`config.mk`:
```
export PLATFORM = sky130hd
export DESIGN_NAME = noc_input_unit
export DESIGN_NICKNAME = d
export VERILOG_FILES = /design/src/rtl/noc_input_unit.sv
export SDC_FILE = /design/constraint.sdc
export NUM_CORES = 1
export LEC_CHECK = 0
export CAP_MARGIN = 20
export CORE_MARGIN = 2
export CORE_UTILIZATION = 50
export CTS_CLUSTER_SIZE = 12
export DETAILED_ROUTE_END_ITERATION = 8
export HOLD_SLACK_MARGIN = 0.03
export PLACE_DENSITY = 0.73
export SYNTH_ARGS = -nofsm -noshare
export SYNTH_HDL_FRONTEND = slang
export SYNTH_SLANG_ARGS = --single-unit
```
`constraint.sdc`:
```
create_clock -name noc_clk -period 7.9 [get_ports noc_clk]
set_input_delay 2.37 -clock noc_clk [delete_from_list [all_inputs] [get_ports noc_clk]]
set_output_delay 2.37 -clock noc_clk [all_outputs]
set_load 0.01 [all_outputs]
```
`src/rtl/noc_input_unit.sv`:
```
// NoC router input unit: per-VC flit FIFOs, XY route computation and a
// per-VC packet FSM that requests the routed output port and returns credits.
module noc_input_unit #(
  parameter int CHANNELS = 2,
  parameter int FLIT_W   = 64,
  parameter int DEPTH    = 4,
  parameter int COORD_W  = 3,
  parameter int LOCAL_X  = 0,
  parameter int LOCAL_Y  = 0,
  localparam int VW = (CHANNELS > 1) ? $clog2(CHANNELS) : 1
) (
  input  logic                            noc_clk,
  input  logic                            noc_rst_n,
  input  logic                            i_flit_valid,
  input  logic [VW-1:0]                   i_flit_vc,
  input  logic [FLIT_W-1:0]               i_flit_data,
  output logic [CHANNELS-1:0]             o_credit,
  output logic [4:0][CHANNELS-1:0]        o_request,
  output logic [4:0][CHANNELS-1:0]        o_start_of_packet,
  output logic [4:0][CHANNELS-1:0]        o_end_of_packet,
  output logic [4:0][CHANNELS-1:0]        o_free,
  input  logic [4:0][CHANNELS-1:0]        i_grant,
  output logic [CHANNELS-1:0][FLIT_W-1:0] o_flit_data,
  output logic [CHANNELS-1:0]             o_overflow,
  output logic [CHANNELS-1:0]             o_proto_err
);

  // state    | meaning
  // S_IDLE   | no open packet; front head/single latches route, front body/tail is discarded
  // S_ACTIVE | packet open on r_route; front flits requested, popping tail/single closes it
  typedef enum logic {S_IDLE, S_ACTIVE} vc_state_t;

  localparam int AW = $clog2(DEPTH);
  localparam logic [AW:0]        FULL_CNT = (AW+1)'(DEPTH);
  localparam logic [COORD_W-1:0] LX = COORD_W'(LOCAL_X);
  localparam logic [COORD_W-1:0] LY = COORD_W'(LOCAL_Y);

  logic [FLIT_W-1:0]           r_mem [CHANNELS][DEPTH];
  logic [CHANNELS-1:0][AW-1:0] r_rd_ptr;
  logic [CHANNELS-1:0][AW-1:0] r_wr_ptr;
  logic [CHANNELS-1:0][AW:0]   r_count;
  vc_state_t                   r_state [CHANNELS];
  logic [CHANNELS-1:0][2:0]    r_route;

  logic [CHANNELS-1:0][FLIT_W-1:0] w_front;
  logic [CHANNELS-1:0][1:0]        w_type;
  logic [CHANNELS-1:0][2:0]        w_front_route;
  logic [CHANNELS-1:0]             w_empty, w_full, w_discard, w_take, w_last;
  logic [CHANNELS-1:0]             w_pop, w_push, w_drop;

  function automatic logic [2:0] xy_route(input logic [FLIT_W-1:0] flit);
    logic [COORD_W-1:0] x, y;
    x = flit[COORD_W-1:0];
    y = flit[2*COORD_W-1:COORD_W];
    if (x > LX)      return 3'd1;
    else if (x < LX) return 3'd2;
    else if (y > LY) return 3'd3;
    else if (y < LY) return 3'd4;
    else             return 3'd0;
  endfunction

  // Type bit 0 marks a head (head/single), bit 1 marks a tail (tail/single).
  always_comb begin
    o_request         = '0;
    o_start_of_packet = '0;
    o_end_of_packet   = '0;
    o_free            = '0;
    for (int c = 0; c < CHANNELS; c++) begin
      w_front[c]       = r_mem[c][r_rd_ptr[c]];
      o_flit_data[c]   = w_front[c];
      w_type[c]        = w_front[c][FLIT_W-1 -: 2];
      w_front_route[c] = xy_route(w_front[c]);
      w_empty[c]       = (r_count[c] == '0);
      w_full[c]        = (r_count[c] == FULL_CNT);
      w_discard[c]     = (r_state[c] == S_IDLE) && !w_empty[c] && !w_type[c][0];
      w_take[c]        = (r_state[c] == S_ACTIVE) && !w_empty[c] && i_grant[r_route[c]][c];
      w_last[c]        = w_take[c] && w_type[c][1];
      w_pop[c]         = w_discard[c] || w_take[c];
      w_push[c]        = i_flit_valid && (i_flit_vc == VW'(c)) && (!w_full[c] || w_pop[c]);
      w_drop[c]        = i_flit_valid && (i_flit_vc == VW'(c)) && !w_push[c];
      if (r_state[c] == S_ACTIVE) begin
        o_start_of_packet[r_route[c]][c] = 1'b1;
        o_request[r_route[c]][c]         = !w_empty[c];
        o_end_of_packet[r_route[c]][c]   = w_last[c];
        o_free[r_route[c]][c]            = w_last[c];
      end
    end
  end

  always_ff @(posedge noc_clk) begin
    for (int c = 0; c < CHANNELS; c++) begin
      if (w_push[c]) r_mem[c][r_wr_ptr[c]] <= i_flit_data;
    end
  end

  always_ff @(posedge noc_clk or negedge noc_rst_n) begin
    if (!noc_rst_n) begin
      for (int c = 0; c < CHANNELS; c++) r_state[c] <= S_IDLE;
      r_route     <= '0;
      r_rd_ptr    <= '0;
      r_wr_ptr    <= '0;
      r_count     <= '0;
      o_credit    <= '0;
      o_overflow  <= '0;
      o_proto_err <= '0;
    end else begin
      for (int c = 0; c < CHANNELS; c++) begin
        o_credit[c] <= w_pop[c];
        if (w_push[c]) r_wr_ptr[c] <= r_wr_ptr[c] + AW'(1);
        if (w_pop[c])  r_rd_ptr[c] <= r_rd_ptr[c] + AW'(1);
        r_count[c] <= r_count[c] + (AW+1)'(w_push[c]) - (AW+1)'(w_pop[c]);
        if (w_drop[c])    o_overflow[c]  <= 1'b1;
        if (w_discard[c]) o_proto_err[c] <= 1'b1;
        case (r_state[c])
          S_IDLE: begin
            if (!w_empty[c] && w_type[c][0]) begin
              r_state[c] <= S_ACTIVE;
              r_route[c] <= w_front_route[c];
            end
          end
          S_ACTIVE: begin
            if (w_last[c]) r_state[c] <= S_IDLE;
          end
          default: r_state[c] <= S_IDLE;
        endcase
      end
    end
  end

endmodule

```
==> results.rst, run 1 <==
.. list-table::
   :header-rows: 1

   * - Metric
     - Value
   * - Area Overhead vs Synth
     - 22.9%
   * - Placed Cells incl. Taps
     - 1598
   * - Grt total ovfl
     - 0
   * - Rows
     - 73
   * - CTS max path bufs
     - 3
   * - Cell area power density
     - 362 nW/µm²
   * - Met2 Resource Use GR
     - 31.5%
   * - Flop and latch count out of synthesis
     - 538
   * - Number of iterations in the first detailed-routing pass
     - 4
   * - Instance count of the mapped netlist
     - 857
   * - Via/cell ratio
     - 5.59
   * - Rel. slew slack
     - 33.8%
   * - Sequential cell area fraction in the yosys report
     - 79.5%
   * - Maximum clock rate
     - 0.150 GHz
   * - Core region area
     - 39700 µm²
   * - Worst-case hold slack
     - 0.464 ns
   * - Via Count
     - 9434
   * - Data required time at the worst endpoint
     - 5.53 ns
   * - Internal power of the cells
     - 6440 µW
   * - Yosys warning total
     - 0
   * - Net count, final
     - 1222
   * - CTS tree
     - done
   * - RePlAce Congestion
     - 0.752
   * - Met1 Track Usage GR
     - 26.5%
   * - Initial antenna violation count
     - 2
   * - Status
     - finished, final reports clean
   * - Synth async-reset ratio
     - 4.83%
   * - Slew of the pin with the lowest slew margin
     - 0.993 ns
   * - Final Slew Violations
     - 0
   * - Gates resized, CTS repair
     - 0
   * - Number of standard cells in the final layout excluding fillers
     - 1687
   * - Worst Setup Path Type
     - in -> out
   * - Layout cell share with drive strength beyond 1
     - 20.1%
   * - WL per Instance
     - 23.7 µm
   * - Max-cap violation count
     - 0
   * - Met3 Use GR
     - 4.47%
   * - IO Pins
     - 252
   * - Path class of the lowest-slack min-delay path
     - reg -> reg
   * - Post-Syn Area
     - 20200 µm²
   * - Clk_lat worst skew
     - 0.59 ns
   * - Setup violations, final
     - 0
   * - RSZ-0062 raised after global routing
     - false
   * - Count of cell types in the netlist
     - 38
   * - Buffers inserted by post-CTS timing repair
     - 0
   * - Sinks on Clock Net
     - 538
   * - Power share of the clock group
     - 26.3%
   * - Layout fillers
     - 2714
   * - Post-layout util
     - 62.4%
   * - Hold Vio Cnt, Final
     - 0
   * - TritonCTS buffer count
     - 54
   * - Largest vdd supply drop
     - 0.227 mV
   * - Vert. Die Dim
     - 205 µm
   * - Clock slew at reported path FFs
     - 0.06 ns
   * - Minimum clock period
     - 6.68 ns
   * - Leading register cell type out of synthesis
     - sky130_fd_sc_hd__edfxtp_1
   * - Crit path capture type
     - output port
   * - Detailed Route WL
     - 40000 µm
   * - Post-route antenna net violation count
     - 0
   * - Die X
     - 205 µm
   * - Sequential power share
     - 41.9%
   * - Startpoint type of the worst setup path
     - input port
   * - Detailed placer's ending HPWL
     - 23100 µm
   * - Number of enable flip-flop cells after synthesis
     - 512
   * - LEAKAGE
     - 0.00805 µW
   * - Number of hold buffers added after cts
     - 0
   * - Remaining routing DRC violations
     - 0
   * - Biggest fanout along the worst timing path
     - 4
   * - Initial Util
     - 50.8%
   * - Die area
     - 42000 µm²
   * - Total routing usage reported by global routing
     - 19.5%
   * - Clk Tree Root Cell
     - sky130_fd_sc_hd__clkbuf_16
   * - Pin count of the biggest net entering global routing
     - 56
   * - Switching pwr
     - 2530 µW
   * - First-pass GRT wire length
     - 59600 µm
   * - Combinational fraction of design power
     - 31.9%
   * - H-tree depth reported by CTS
     - 2
   * - Number of input and output port buffers inserted
     - 241
   * - Total power of the final layout
     - 8970 µW
   * - Mean cell area of the mapped netlist
     - 23.5 µm²
   * - Post-route clock period utilization
     - 84.5%
   * - Clock tree skew after final layout
     - 0.0166 ns
   * - Busiest layer in global routing
     - met2
   * - Share of total power consumed by net switching
     - 28.3%
   * - Vias in the first global route
     - 9689
   * - Iteration-0 DRC count of the detailed router
     - 644
   * - Data arrival at the endpoint of the critical path
     - 4.31 ns
## placed cells by master (no fill, tap or decap), types with 2 or more instances in the layout
cell and n:
sky130_fd_sc_hd__nor2b_1 2, sky130_fd_sc_hd__nor3b_2 4, sky130_fd_sc_hd__a21oi_1 3, sky130_fd_sc_hd__a21o_1 4, sky130_fd_sc_hd__dfrtp_4 4, sky130_fd_sc_hd__clkinv_1 4, sky130_fd_sc_hd__dfrtp_1 22, sky130_fd_sc_hd__ha_1 12
sky130_fd_sc_hd__nand3_1 5, sky130_fd_sc_hd__mux4_2 130, sky130_fd_sc_hd__and2_1 2, sky130_fd_sc_hd__nand4_1 4, sky130_fd_sc_hd__inv_1 15, sky130_fd_sc_hd__clkbuf_1 16, sky130_fd_sc_hd__clkdlybuf4s50_1 241, sky130_fd_sc_hd__clkinv_2 4
sky130_fd_sc_hd__nor3_1 11, sky130_fd_sc_hd__bufinv_16 3, sky130_fd_sc_hd__xor2_1 4, sky130_fd_sc_hd__and2_4 4, sky130_fd_sc_hd__nor3b_1 3, sky130_fd_sc_hd__nand2b_1 7, sky130_fd_sc_hd__fa_1 2, sky130_fd_sc_hd__clkbuf_16 55
sky130_fd_sc_hd__edfxtp_1 512, sky130_fd_sc_hd__conb_1 8, sky130_fd_sc_hd__xnor2_1 5, sky130_fd_sc_hd__clkbuf_8 2, sky130_fd_sc_hd__or3_1 2, sky130_fd_sc_hd__nor2_1 19, sky130_fd_sc_hd__mux2_2 2, sky130_fd_sc_hd__nand2_1 13
sky130_fd_sc_hd__diode_2 3, sky130_fd_sc_hd__o31ai_1 3, sky130_fd_sc_hd__buf_4 17, sky130_fd_sc_hd__and3_1 3
## metrics by stage
stage | setup WS (ns) | instance area (µm²) | TNS, ns
final | 1.22 | 24800 | 0
after global routing | 1.12 | 24800 | 0
after CTS | 1.23 | 24700 | 0
after detailed placement | 1.26 | 23100 | 0
after global placement | 1.20 | 23100 | 0
after floorplan | -0.324 | 20200 | -83.01
## power groups by stage
stage / logic, µW / clock network (µW) / registers (µW)
after global placement: 2820 / 0 / 3860
final: 2860 / 2360 / 3760
after floorplan: 1670 / 0 / 3670
after CTS: 2860 / 2410 / 3820
after detailed placement: 2840 / 0 / 3880
after global routing: 3070 / 2510 / 3810
## kinds of logic after synthesis
logic type,after synthesis,synth area share (%)
AO/OA/AOI/OAI,17,0.676
AND/OR/NAND/NOR,81,2.09
multiplexers,133,14.7
XOR/XNOR,9,0.391
adder cells (fa/ha/maj),14,0.943
buffers and inverters,64,1.71
flip-flops,538,79.5
other,1,0.0186
## flip-flops by register name (all words and copies together) (netlist names)
| signal | flops |
|---|---|
| r_wr_ptr | 4 |
| r_route | 4 |
| r_rd_ptr | 4 |
| r_state | 2 |
| r_count | 6 |
| o_proto_err | 2 |
| r_mem | 512 |
| o_overflow | 2 |
| o_credit | 2 |
## synth_stat cells (all sizes together) (6+ instances only)
master    n  area, µm²
nor2     19       71.3
dfrtp    26        651
nor3     12       65.1
ha       12        150
inv      15       56.3
clkbuf    8       30.0
and2      6       37.5
buf      41        259
nand2    13       48.8
mux4    130       2930
nor3b     7       52.6
edfxtp  512      15400
nand2b    7       43.8
## critical path, stage by stage
cell                              delay [ns]
sky130_fd_sc_hd__clkdlybuf4s50_1        0.48
sky130_fd_sc_hd__mux4_2                 0.25
sky130_fd_sc_hd__and2_1                 0.14
sky130_fd_sc_hd__nand3_1                0.13
sky130_fd_sc_hd__nor3_1                 0.30
sky130_fd_sc_hd__clkdlybuf4s50_1        0.63
## area by class of cell
| type | count | area (µm²) | share of cell area [%] |
|---|---|---|---|
| well taps | 525 | 657 | 2.65 |
| multi-input cells | 262 | 3850 | 15.5 |
| inverters | 15 | 56.3 | 0.227 |
| flip-flops and latches | 538 | 16000 | 64.7 |
| clock inverters | 12 | 134 | 0.540 |
| clock buffers | 73 | 1460 | 5.91 |
| repair buffers | 259 | 2570 | 10.4 |
| diodes | 3 | 7.51 | 0.0303 |
## final timing paths
check                              start            end  slack [ns]  depth (start not counted)
min                        o_overflow[0]  o_overflow[0]        0.46                          1
max reg2reg                  r_rd_ptr[3]  r_mem[0][441]        3.90                          6
max                           i_grant[5]      o_free[1]        1.22                          6
min reg2reg                o_overflow[0]  o_overflow[0]        0.46                          1
min in group asynchronous      noc_rst_n    o_credit[1]        2.17                          2
max in group asynchronous      noc_rst_n    r_rd_ptr[1]        5.44                          2
## layer usage
layer	vias up	routed length [µm]
met5	-	0
met1	5002	16800
met3	60	2680
li1	4088	-
met4	0	866
met2	284	19700
Power figures use the tool's default switching activity.
==> run 2, diff against run 1 <==
==> constraint.sdc (replaced) <==
create_clock -name noc_clk -period 6.5 [get_ports noc_clk]
set_input_delay 1.95 -clock noc_clk [delete_from_list [all_inputs] [get_ports noc_clk]]
set_output_delay 1.95 -clock noc_clk [all_outputs]
set_load 0.01 [all_outputs]
==> run 2 against run 1 <==
Sequential cell count unchanged; design area down 0.59%; routed wire length about the same; sequential share of layout area up 0.38 points; clock-buffer cell count fell by 5; first-iteration DRC count decreased by 14%; critical path type unchanged.
==> results.rst, run 2 (synthesized netlist as in run 1, its figures left out) <==
.. list-table::
   :header-rows: 1

   * - Metric
     - Value
   * - RePlAce Congestion
     - 0.762 (was 0.752)
   * - Number of hold buffers added after cts
     - 0 (unchanged)
   * - Total routing usage reported by global routing
     - 19.2% (was 19.5%)
   * - Number of cells traversed by the worst hold path
     - 1 (unchanged)
   * - Gates resized, CTS repair
     - 0 (unchanged)
   * - Via/cell ratio
     - 5.63 (was 5.59)
   * - Worst Min Path Start
     - o_overflow[0] (unchanged)
   * - Layout cell share with drive strength beyond 1
     - 19.3% (was 20.1%)
   * - LEAKAGE
     - 0.00797 µW (was 0.00805 µW)
   * - Setup violations, final
     - 0 (unchanged)
   * - RSZ-0062 raised after global routing
     - false (unchanged)
   * - Largest vdd supply drop
     - 0.251 mV (was 0.227 mV)
   * - Number of iterations in the first detailed-routing pass
     - 4 (unchanged)
   * - Rows
     - 73 (unchanged)
   * - Pin count of the biggest net entering global routing
     - 65 (was 56)
   * - Grt total ovfl
     - 0 (unchanged)
   * - Clk Tree Root Cell
     - sky130_fd_sc_hd__clkbuf_16 (unchanged)
   * - Path class of the lowest-slack min-delay path
     - reg -> reg (unchanged)
   * - Total power of the final layout
     - 10700 µW (was 8970 µW)
   * - Clock slew at reported path FFs
     - 0.05 ns (was 0.06 ns)
   * - Cell family contributing the most delay on the critical path
     - buffers and inverters (unchanged)
   * - Cell area power density
     - 434 nW/µm² (was 362 nW/µm²)
   * - IO Pins
     - 252 (unchanged)
   * - First-pass GRT wire length
     - 59200 µm (was 59600 µm)
   * - Vias in the first global route
     - 9617 (was 9689)
   * - Detailed Route WL
     - 40000 µm (about the same)
   * - Die X
     - 205 µm (unchanged)
   * - Biggest fanout along the worst timing path
     - 4 (unchanged)
   * - Launching point of the worst reg2reg path
     - r_rd_ptr[3] (unchanged)
   * - H-tree depth reported by CTS
     - 2 (unchanged)
   * - Reg2reg setup slack
     - 2.47 ns (was 3.90 ns)
   * - Highest-count cells in the layout ignoring fill and taps
     - sky130_fd_sc_hd__edfxtp_1 (512), sky130_fd_sc_hd__clkdlybuf4s50_1 (241), sky130_fd_sc_hd__mux4_2 (130) (unchanged)
   * - Status
     - finished, final reports clean (unchanged)
   * - Register area
     - 16000 µm² (unchanged)
   * - Net count, final
     - 1217 (was 1222)
   * - Post-route clock period utilization
     - 89.6%
   * - CTS tree
     - done (unchanged)
   * - Slew of the pin with the lowest slew margin
     - 1.09 ns (was 0.993 ns)
   * - Depth of the most critical reg-to-reg path
     - 6 (unchanged)
   * - Area Overhead vs Synth
     - 22.1% (was 22.9%)
   * - Data arrival at the endpoint of the critical path
     - 3.88 ns (was 4.31 ns)
   * - Maximum clock rate
     - 0.172 GHz
   * - Die area
     - 42000 µm² (unchanged)
   * - Design Area, Final
     - 24600 µm² (was 24800 µm²)
   * - Sinks on Clock Net
     - 538 (unchanged)
   * - Number of input and output port buffers inserted
     - 241 (unchanged)
   * - Iteration-0 DRC count of the detailed router
     - 555 (was 644)
   * - Clock tree skew after final layout
     - 0.0121 ns (was 0.0166 ns)
   * - Highest cell delay on the worst timing path
     - 0.62 ns (was 0.63 ns)
   * - Remaining routing DRC violations
     - 0 (unchanged)
   * - Clk_lat worst skew
     - 0.57 ns (was 0.59 ns)
   * - Via Count
     - 9432 (was 9434)
   * - Worst-case hold slack
     - 0.466 ns (was 0.464 ns)
   * - Initial antenna violation count
     - 2 (unchanged)
   * - Layout fillers
     - 2732 (was 2714)
   * - Buffers inserted by post-CTS timing repair
     - 0 (unchanged)
   * - WL per Instance
     - 23.9 µm (was 23.7 µm)
   * - Most common cell after layout, fill and taps aside
     - sky130_fd_sc_hd__edfxtp_1 (unchanged)
   * - Post-route antenna net violation count
     - 0 (unchanged)
   * - Instance area at placement
     - 23200 µm² (was 23100 µm²)
   * - Crit path capture type
     - output port (unchanged)
   * - Terminating pin of the worst hold path
     - o_overflow[0] (unchanged)
   * - Number of standard cells in the final layout excluding fillers
     - 1674 (was 1687)
   * - Core region area
     - 39700 µm² (unchanged)
   * - Flip-flop count of the largest register after layout
     - 512 (unchanged)
   * - Hold Vio Cnt, Final
     - 0 (unchanged)
   * - Post-layout util
     - 62.0% (was 62.4%)
   * - End of the worst register-to-register path
     - r_mem[0][296] (was r_mem[0][441])
   * - TritonCTS buffer count
     - 53 (was 54)
   * - Detailed placer's ending HPWL
     - 22400 µm (was 23100 µm)
   * - Startpoint type of the worst setup path
     - input port (unchanged)
   * - Data required time at the worst endpoint
     - 4.55 ns (was 5.53 ns)
   * - Multi-input gate area in the final layout
     - 3850 µm² (unchanged)
   * - CTS max path bufs
     - 3 (unchanged)
   * - Placed Cells incl. Taps
     - 1595 (was 1598)
   * - Crit path buffers/inverters
     - 2 (unchanged)
   * - Final Slew Violations
     - 0 (unchanged)
   * - Max-cap violation count
     - 0 (unchanged)
   * - Worst Setup Path Type
     - in -> out (unchanged)
   * - Rel. slew slack
     - 27.2% (was 33.8%)
   * - Minimum clock period
     - 5.83 ns
   * - Highest-delay cell along the critical path
     - sky130_fd_sc_hd__clkdlybuf4s50_1 (unchanged)
   * - Cell occurring most often along the worst timing path
     - sky130_fd_sc_hd__clkdlybuf4s50_1 (unchanged)
   * - Cells traversed along the worst timing path
     - clkdlybuf4s50_1 -> mux4_2 -> and2_1 -> nand3_1 -> nor3_1 -> clkdlybuf4s50_1 (unchanged)
   * - Vert. Die Dim
     - 205 µm (unchanged)
   * - Initial Util
     - 50.8% (unchanged)
## run 2: cell types whose count changed in the layout (fill, tap and decap cells not counted), moves of 2 or more
cell | before | now
sky130_fd_sc_hd__clkinv_1 | 4 | 7
sky130_fd_sc_hd__diode_2 | 3 | 1
sky130_fd_sc_hd__buf_4 | 17 | 9
sky130_fd_sc_hd__bufinv_16 | 3 | 0
sky130_fd_sc_hd__clkbuf_1 | 16 | 13
sky130_fd_sc_hd__clkbuf_16 | 55 | 53
sky130_fd_sc_hd__buf_12 | 0 | 5
## run 2: cell type report
class                      count  share of cell area, %
sequential                   538                   65.1
inverter                      15                  0.229
antenna                        1                 0.0102
timing repair buffer         255                   10.5
multi-input combinational    262                   15.6
tap                          525                   2.67
clock inverter                10                  0.168
clock buffer                  68                   5.69
## run 2: metrics by stage
stage          TNS, ns  worst slack (ns)
2_1_floorplan  -333.89             -1.30
3_3_place_gp         0             0.655
3_5_place_dp         0             0.668
4_1_cts              0             0.645
5_1_grt              0             0.498
6_report             0             0.675
## run 2: power by group
| part | switching, µW | internal (µW) |
|---|---|---|
| Sequential | 382 | 4260 |
| Combinational | 1520 | 1890 |
| Clock | 1150 | 1490 |
## run 2: worst max path at each step
stage	from	end	slack, ns	depth (start not counted)
after floorplan	i_grant[2]	r_mem[0][0]	-1.30	4
after global placement	i_grant[3]	o_end_of_packet[1]	0.65	6
after detailed placement	i_grant[3]	o_end_of_packet[1]	0.67	6
after CTS	i_grant[3]	o_end_of_packet[1]	0.65	6
after global routing	i_grant[5]	o_free[1]	0.50	6
final	i_grant[3]	o_end_of_packet[1]	0.67	6
## run 2: metal layers
layer	part of all wire, %	GRT usage, %
met5	0	0
met4	1.7	5.54
met3	7.1	5.04
met2	50	31.0
met1	42	26.1
